File: config.mk
export PLATFORM = sky130hd
export DESIGN_NAME = rshift_pipe
export DESIGN_NICKNAME = d
export VERILOG_FILES = /design/src/rtl/mdclcg_pkg.sv /design/src/rtl/rshift_stage.sv /design/src/rtl/rshift_pipe.sv
export SDC_FILE = /design/constraint.sdc
export NUM_CORES = 1
export LEC_CHECK = 0
export BUFFER_PORTS_ARGS = -buffer_cell sky130_fd_sc_hd__buf_2
export CORE_AREA = 2 2 239 336
export DETAILED_ROUTE_END_ITERATION = 10
export DIE_AREA = 0 0 241 338
export GPL_ROUTABILITY_DRIVEN = 0
export SLEW_MARGIN = 15
export SYNTH_ARGS = -nofsm -noshare
export SYNTH_HDL_FRONTEND = slang
export SYNTH_SLANG_ARGS = --single-unit
File: constraint.sdc
create_clock -name clk -period 4.4 [get_ports clk]
set_clock_uncertainty 0.15 [all_clocks]
set_input_delay 1.32 -clock clk [delete_from_list [all_inputs] [get_ports clk]]
set_output_delay 1.32 -clock clk [all_outputs]
set_load 0.02 [all_outputs]
File: src/rtl/mdclcg_pkg.sv
// Shared widths and types for the MDCLCG datapath.
// Used by the pipelined right shifter.
package mdclcg_pkg;

  localparam int DATA_W = 64;
  localparam int SHW    = 6;

  typedef logic [DATA_W-1:0] word_t;
  typedef logic [SHW-1:0]    shamt_t;

endpackage

File: src/rtl/rshift_stage.sv
// One log-stage of the right shifter: conditional shift
// by 2**STEP with sign/zero fill, plus its hold register.
module rshift_stage
  import mdclcg_pkg::*;
#(
  parameter int STEP = 0
) (
  input  logic              clk,
  input  logic              rst_n,
  input  logic              i_valid,
  input  logic [DATA_W-1:0] i_data,
  input  logic [SHW-1:0]    i_shift,
  input  logic              i_arith,
  input  logic              i_sgn,
  input  logic              i_rdy_next,
  output logic              o_valid,
  output logic [DATA_W-1:0] o_data,
  output logic [SHW-1:0]    o_shift,
  output logic              o_arith,
  output logic              o_sgn
);

  localparam int S = 1 << STEP;

  logic   r_valid;
  word_t  r_data;
  shamt_t r_shift;
  logic   r_arith;
  logic   r_sgn;

  logic   w_rdy;
  logic   w_load;
  logic   w_fill;
  word_t  w_shifted;
  word_t  w_next;

  assign w_rdy     = !r_valid | i_rdy_next;
  assign w_load    = i_valid & w_rdy;
  assign w_fill    = i_arith & i_sgn;
  assign w_shifted = {{S{w_fill}}, i_data[DATA_W-1:S]};
  assign w_next    = i_shift[STEP] ? w_shifted : i_data;

  // Payload only moves on a real transfer; valid follows rdy.
  always_ff @(posedge clk) begin
    if (!rst_n) begin
      r_valid <= 1'b0;
      r_data  <= '0;
      r_shift <= '0;
      r_arith <= 1'b0;
      r_sgn   <= 1'b0;
    end else begin
      if (w_rdy)
        r_valid <= i_valid;
      if (w_load) begin
        r_data  <= w_next;
        r_shift <= i_shift;
        r_arith <= i_arith;
        r_sgn   <= i_sgn;
      end
    end
  end

  assign o_valid = r_valid;
  assign o_data  = r_data;
  assign o_shift = r_shift;
  assign o_arith = r_arith;
  assign o_sgn   = r_sgn;

endmodule

File: src/rtl/rshift_pipe.sv
// Six-stage pipelined 64-bit right shifter, logical or
// arithmetic, with valid/ready on both sides.
module rshift_pipe
  import mdclcg_pkg::*;
(
  input  logic              clk,
  input  logic              rst_n,
  input  logic              in_valid,
  output logic              in_ready,
  input  logic [DATA_W-1:0] in_data,
  input  logic [SHW-1:0]    in_shift,
  input  logic              in_arith,
  output logic              out_valid,
  input  logic              out_ready,
  output logic [DATA_W-1:0] out_data
);

  logic   w_v   [0:SHW];
  word_t  w_d   [0:SHW];
  shamt_t w_sh  [0:SHW];
  logic   w_ar  [0:SHW];
  logic   w_sgn [0:SHW];
  logic [SHW:0] w_rdy;

  assign w_v[0]   = in_valid;
  assign w_d[0]   = in_data;
  assign w_sh[0]  = in_shift;
  assign w_ar[0]  = in_arith;
  assign w_sgn[0] = in_data[DATA_W-1];

  // Per-stage ready so bubbles anywhere collapse.
  always_comb begin
    w_rdy[SHW] = out_ready;
    for (int k = SHW - 1; k >= 0; k--)
      w_rdy[k] = !w_v[k+1] | w_rdy[k+1];
  end

  for (genvar g = 0; g < SHW; g++) begin : g_stage
    rshift_stage #(.STEP(g)) u_stage (
      .clk        (clk),
      .rst_n      (rst_n),
      .i_valid    (w_v[g]),
      .i_data     (w_d[g]),
      .i_shift    (w_sh[g]),
      .i_arith    (w_ar[g]),
      .i_sgn      (w_sgn[g]),
      .i_rdy_next (w_rdy[g+1]),
      .o_valid    (w_v[g+1]),
      .o_data     (w_d[g+1]),
      .o_shift    (w_sh[g+1]),
      .o_arith    (w_ar[g+1]),
      .o_sgn      (w_sgn[g+1])
    );
  end

  assign in_ready  = w_rdy[0];
  assign out_valid = w_v[SHW];
  assign out_data  = w_d[SHW];

  logic w_unused;
  assign w_unused = ^{w_sh[SHW], w_ar[SHW], w_sgn[SHW]};

endmodule

[Word-level counts from Yosys, hierarchy flattened]
Index checks and enable logic that the tools add are counted.
Word-level totals
  bits in registers: 430
  output and inout bits: 66
  bits in latches: 0
  ROM bits: 0
  memory bits (writable): 0
  memories kept: 0
Cells by class
  equality and inequality tests: 0
  magnitude comparators: 0
  muxes and demuxes: 6
  reduce and logical (&&, ||, !) cells: 6
  bitwise gates (word level): 18
  $add $sub $neg: 0
  multiply operators: 0
  shifts and indexed selects: 0
  divide/modulo/power cells: 0
Operators by type and width (number)
  64-bit 2-to-1 mux: 6
  1-bit bitwise AND: 12
  1-bit zero test: 6
  1-bit bitwise OR: 6

[Logic depth before layout (Yosys ltp)]
Gate-level depths: netlist (run 1).
  word-level depth: 8
  mapped depth: 7
  depth with buffers taken out: 3

[By module]
From an unflattened synthesis (run 1), not the netlist that was laid out.
Second synthesis, totals
  cell total of the unflattened synthesis: 1946
  area total of the unflattened synthesis: 20793.7 um2
By module, submodules not included
  rshift_stage at g_stage[0].u_stage: sequential area each 1461.4 um2, cells each 334, times used 1, area an instance 3691.0 um2
  rshift_stage at g_stage[2].u_stage: sequential area each 1461.4 um2, cells each 331, times used 1, area an instance 3666.0 um2
  rshift_stage at g_stage[1].u_stage: sequential area each 1461.4 um2, cells each 333, times used 1, area an instance 3657.3 um2
  rshift_stage at g_stage[3].u_stage: sequential area each 1461.4 um2, cells each 325, times used 1, area an instance 3309.4 um2
  rshift_stage at g_stage[5].u_stage: sequential area each 1461.4 um2, cells each 300, times used 1, area an instance 3224.3 um2
  rshift_stage at g_stage[4].u_stage: sequential area each 1461.4 um2, cells each 316, times used 1, area an instance 3203.1 um2
  rshift_pipe: sequential area each 0.0 um2, cells each 7, times used 1, area an instance 42.5 um2

[Worst setup path before layout (run 1)]
Ideal clock, no wire load.
  path kind: input to output
  start point: input port out_ready
  end point: output port in_ready
  data arrival time: 2008 ps
  slack: 922 ps
  stages on the path: 4
  required time: 2930 ps
  buffers on the path: 1
  cell sequence: nand2b_1 > buf_4 > nor3_1 > inv_1
Between the ends
  cells in the longest elaborated chain, start to end: 6
RTL lines
  start, declared: line rshift_pipe.sv:14  | input logic out_ready,
  1-bit bitwise OR (6 in a row): line rshift_pipe.sv:35  | w_rdy[k] = !w_v[k+1] | w_rdy[k+1];
  end, declared: line rshift_pipe.sv:9  | output logic in_ready,
No other way between the ends.

[Worst setup path after layout (run 1)]
Same ends and word-level chain as after synthesis.

==> results of run 1 <==
-- cells by family after synthesis --
kind of cell	count (synthesis)	share of synthesized area [%]
DFF	415	42.7
and+or+nand+nor	467	9.78
buffers and inverters	204	5.33
muxes	531	28.5
AOI/OAI and AO/OA	406	13.7
-- flip-flops by register name (all words and copies together) (netlist names) --
name and count:
g_stage.u_stage.o_arith 5, g_stage.u_stage.o_data 384, g_stage.u_stage.o_shift 15, g_stage.u_stage.o_sgn 5, g_stage.u_stage.o_valid 6
-- per-layer routing --
layer	vias up	share of wire [%]	GRT usage, %
met5	-	0.40	0
met4	26	3.0	3.84
met3	89	4.4	2.75
met2	182	48	20.1
met1	6234	44	14.2
li1	7239	-	-
-- worst max-delay path by stage --
| stage | depth (start not counted) | slack [ps] | from | end |
|---|---|---|---|---|
| after floorplan | 4 | 920 | out_ready | in_ready |
| after global placement | 5 | 650 | out_ready | in_ready |
| after detailed placement | 5 | 700 | out_ready | in_ready |
| after CTS | 5 | 700 | out_ready | in_ready |
| after global routing | 5 | 620 | out_ready | in_ready |
| final | 5 | 740 | out_ready | in_ready |
-- through the flow --
stage	instances	hold slack [ps]
after CTS	3123	314
final	3130	311
after global routing	3125	338
after floorplan	2023	286
after global placement	3054	301
after detailed placement	3054	304
-- worst max-delay path, stage by stage --
cell,delay (ps)
buf_2,130
nand2b_2,180
nor3_1,310
inv_1,80
buf_2,170
-- cell type report --
cell class	instances	share of cell area (%)
antenna	7	0.0786
clock buffer	60	5.51
clock inverter	9	0.718
inverter	8	0.146
multi-input combinational	1404	45.5
sequential	415	37.3
tap	1054	5.91
timing repair buffer	173	4.80
-- cell usage in the layout (no fill, tap or decap), types with 32 or more instances in the layout --
master / synthesis / final
o221a_2: 32 / 32
a21oi_1: 194 / 194
dfxtp_1: 415 / 408
nor2b_1: 38 / 38
mux2_2: 185 / 185
clkbuf_16: 0 / 41
mux2i_1: 346 / 346
buf_2: 63 / 139
a211oi_1: 160 / 160
nand2_1: 403 / 403
-- power by group --
| part | internal (uW) | switching, uW |
|---|---|---|
| Clock | 2160 | 1460 |
| Combinational | 286 | 322 |
| Sequential | 3870 | 88.7 |
| Total | 6320 | 1870 |
==> results.yml, run 1 <==
run_status:
  outcome: "finished, final reports clean"
finish:
  multi_input_area_um2: 10200
  post-route-util_pct: 28.4
  nFillCells: 8393
  syn2layout_area_growth_pct: 14.6
  register_area_um2: 8320
  nets: 2116
  design_area_um2: 22300
  drive_gt1_share_pct: 22.7
synthesis:
  ys_seq_area_share_pct: 42.7
  synth-main-ff-cell: "dfxtp_1"
  yosysTopAreaCellShare_pct: 42.7
  yosys_warnings: 0
  ys_ff_latch: 415
  synth_top_area_cell: "dfxtp_1"
  synth_cell_types: 34
  avgSynthCellArea_um2: 9.62
  synthTopCellsByCount: "dfxtp_1 (415), nand2_1 (403), mux2i_1 (346)"
  synth_most_common_cell: "dfxtp_1"
  syn-cell-area_um2: 19500
  synth_edf_count: 0
  synth_nets: 2098
  async_flop_share_pct: 0
  synthCells: 2023
  synth.area.top_cells: "dfxtp_1 (43%), mux2i_1 (18%), mux2_2 (11%)"
place:
  hpwl_um: 35200
  placed_cell_area_um2: 20900
  dp_slack_ps: 704
  io_buffers: 140
sta:
  slew_violations: 0
  finalHoldViolCount: 0
  period_needed_ps: 3660
  fin_tns_setup_ps: 0
  fmax_mhz: 274
  finalSetupViolations: 0
  setup_slack_ps: 745
  fin_crit_sh_pct: 83.1
  slew_headroom_pct: 36.8
  tightest_slew_ps: 949
  rsz0062_at_grt: "false"
drt:
  drtPass1Iterations: 4
  drc: 0
  drt_iter0_drc: 523
  antenna_left: 0
  vias: 13800
  wl_per_cell_um: 15.5
  vias_per_cell: 4.40
  routed_wl_um: 48500
cts:
  cts_tree: "built"
  holdBufCountCts: 0
  cts_buffers: 39
  cts_max_level: 2
  postCtsSetupBuffers: 0
  cts_buffer_depth: 3
  clk_pin_slew_ps: 60
  post_cts_resize_count: 0
  cts_root_buffer: "clkbuf_16"
  clkLatencyLatePin_ps: 550
  clock_sinks: 415
grt:
  grt_use_total_pct: 11.7
  grt_pass1_vias: 13500
  grt_pass1_wl_um: 77100
  antenna_found_initial: 18
  grt_start_max_net_pins: 141
  grt_overflow_total: 0
critical_path:
  arrival_ps: 2190
  rr_endpoint: "g_stage[3].u_stage.o_data[17]"
  r2r_slack_ps: 1990
  r2r-start: "g_stage[2].u_stage.o_valid"
  cp-end-kind: "output port"
  critPathKind: "in -> out"
  critPathLaunchType: "input pin"
  critPathMaxFanout: 5
  reg2regPathDepth: 5
  cp.required_ps: 2930
power:
  p_per_area_nw_per_um2: 367
  p_leak_uw: 0.00840
  irDropWorstVdd_v: 0.000296
  p_total_uw: 8190
die:
  row_count: 122
  coreArea_um2: 78500
  dieHeight_um: 338
  pin_count: 141
  die_w_um: 241
  dieArea_um2: 81500
  initial_core_util_pct: 24.8
min_path:
  whs_endpoint: "g_stage[1].u_stage.o_data[0]"
  whs_path_depth: 2
  hold_start: "g_stage[1].u_stage.o_data[0]"
  hp-class: "reg -> reg"
flow_run:
  drv_cap: 0
No activity file was read; power rests on OpenSTA's default activity.
==> run 2: changes to the inputs <==
==> constraint.sdc (replaced) <==
create_clock -name clk -period 3.6 [get_ports clk]
set_clock_uncertainty 0.15 [all_clocks]
set_input_delay 1.08 -clock clk [delete_from_list [all_inputs] [get_ports clk]]
set_output_delay 1.08 -clock clk [all_outputs]
set_load 0.02 [all_outputs]
==> run 2 against run 1 <==
  * Flip-flop and latch count stayed put
  * Global-route usage hardly changed
  * First-iteration DRC count is 22% higher
  * Non-clock buffer count is 1 lower
  * Wire length is 0.15% lower
  * Die area stayed put
  * Via count is 0.34% lower
  * Total power is 16% higher
  * Combinational power is 22% higher
  * Clock power is 7.2% higher
==> results.yml, run 2 (synthesis gave the netlist of run 1 again) <==
run_status:
  outcome: "finished, final reports clean"
die:
  die_w_um: 241
  dieHeight_um: 338
  coreArea_um2: 78500
  pin_count: 141
  dieArea_um2: 81500
  row_count: 122
  initial_core_util_pct: 24.8
place:
  hpwl_um: 35100
  dp_cells: 3053
  placed_cell_area_um2: 20900
  io_buffers: 140
power:
  irDropWorstVdd_v: 0.000256
  p_leak_uw: 0.00828
  p_per_area_nw_per_um2: 428
drt:
  top_layer: "met5"
  wl_per_cell_um: 15.5
  drtPass1Iterations: 5
  wl_met2_um: 23400
  drc: 0
  drt_iter0_drc: 638
  wl_met1_um: 21600
  vias: 13700
  routed_wl_um: 48400
  antenna_left: 0
  dr_wl_met3_um: 2320
  vias_per_cell: 4.39
grt:
  grt_start_max_net_pins: 144
  grt_overflow_total: 0
  grt_pass1_vias: 13700
  grt_pass1_wl_um: 77600
  grt_use_total_pct: 11.7
  antenna_found_initial: 16
min_path:
  whs_endpoint: "g_stage[1].u_stage.o_data[0]"
  whs_path_depth: 2
  hold_start: "g_stage[1].u_stage.o_data[0]"
  hp-class: "reg -> reg"
finish:
  final_common_cell: "dfxtp_1"
  final_cell_mix: "dfxtp_1 (408), nand2_1 (403), mux2i_1 (346)"
  fin_cells: 3128
  nFillCells: 8378
  drive_gt1_share_pct: 22.0
  design_area_um2: 22100
  nets: 2115
  largest_register_ffs: 384
  syn2layout_area_growth_pct: 13.6
cts:
  clock_sinks: 415
  postCtsSetupBuffers: 0
  cts_root_buffer: "clkbuf_16"
  holdBufCountCts: 0
  cts_tree: "built"
  cts_max_level: 2
  cts_buffers: 39
  cts_buffer_depth: 3
  clkLatencyLatePin_ps: 540
  post_cts_resize_count: 0
  clk_pin_slew_ps: 60
critical_path:
  rr_endpoint: "g_stage[3].u_stage.o_data[28]"
  cp-end-kind: "output port"
  r2r_slack_ps: 1190
  arrival_ps: 1920
  critPathMaxFanout: 5
  r2r-start: "g_stage[2].u_stage.o_valid"
  reg2regPathDepth: 5
  critPathLaunchType: "input pin"
  critPathKind: "in -> out"
  cp.required_ps: 2370
sta:
  slew_headroom_pct: 42.2
  fin_crit_sh_pct: 87.4
  period_needed_ps: 3150
  slew_violations: 0
  rsz0062_at_grt: "false"
  fin_tns_setup_ps: 0
  finalSetupViolations: 0
  finalHoldViolCount: 0
  tightest_slew_ps: 867
  fmax_mhz: 318
flow_run:
  drv_cap: 0
[run 2: worst max path at each step]
stage | slack, ps | depth (start not counted) | start | endpoint
3_3_place_gp | 380 | 5 | out_ready | in_ready
4_1_cts | 390 | 5 | out_ready | in_ready
2_1_floorplan | 600 | 4 | out_ready | in_ready
5_1_grt | 340 | 5 | out_ready | in_ready
3_5_place_dp | 390 | 5 | out_ready | in_ready
6_report | 450 | 5 | out_ready | in_ready
[run 2: metal layers]
metal	GRT usage, %	vias to the layer above
met5	0	-
met4	3.23	20
met3	2.62	72
met2	20.2	208
met1	14.5	6199
li1	-	7224
[run 2: critical path: stages]
cell and delay (ps):
buf_2 130, nand2b_2 180, nor3_1 290, inv_1 80, buf_2 160
[run 2: final cells by class]
class,count,area (um^2),area share (%)
clock buffer,61,1130,5.11
tap,1054,1320,5.96
multi-input combinational,1404,10200,45.9
antenna,9,22.5,0.102
sequential,415,8320,37.6
inverter,8,32.5,0.147
timing repair buffer,172,1090,4.92
clock inverter,5,48.8,0.221
[run 2: through the flow]
| step | hold slack, ps | util, % | setup slack [ps] | power [uW] |
|---|---|---|---|---|
| finish | 309 | 28.2 | 453 | 9470 |
| CTS | 313 | 28.2 | 385 | 9610 |
| global route | 338 | 28.2 | 340 | 9860 |
| global placement | 298 | 26.6 | 381 | 5690 |
| floorplan | 286 | - | 602 | 5500 |
| detailed placement | 304 | 26.6 | 386 | 5690 |
[run 2: power by group]
| part | switching (uW) | internal, uW | leakage [uW] |
|---|---|---|---|
| sequential | 110 | 4730 | 0.00337 |
| clock | 1720 | 2160 | 0.000569 |
| combinational | 392 | 352 | 0.00434 |
| total | 2230 | 7250 | 0.00828 |
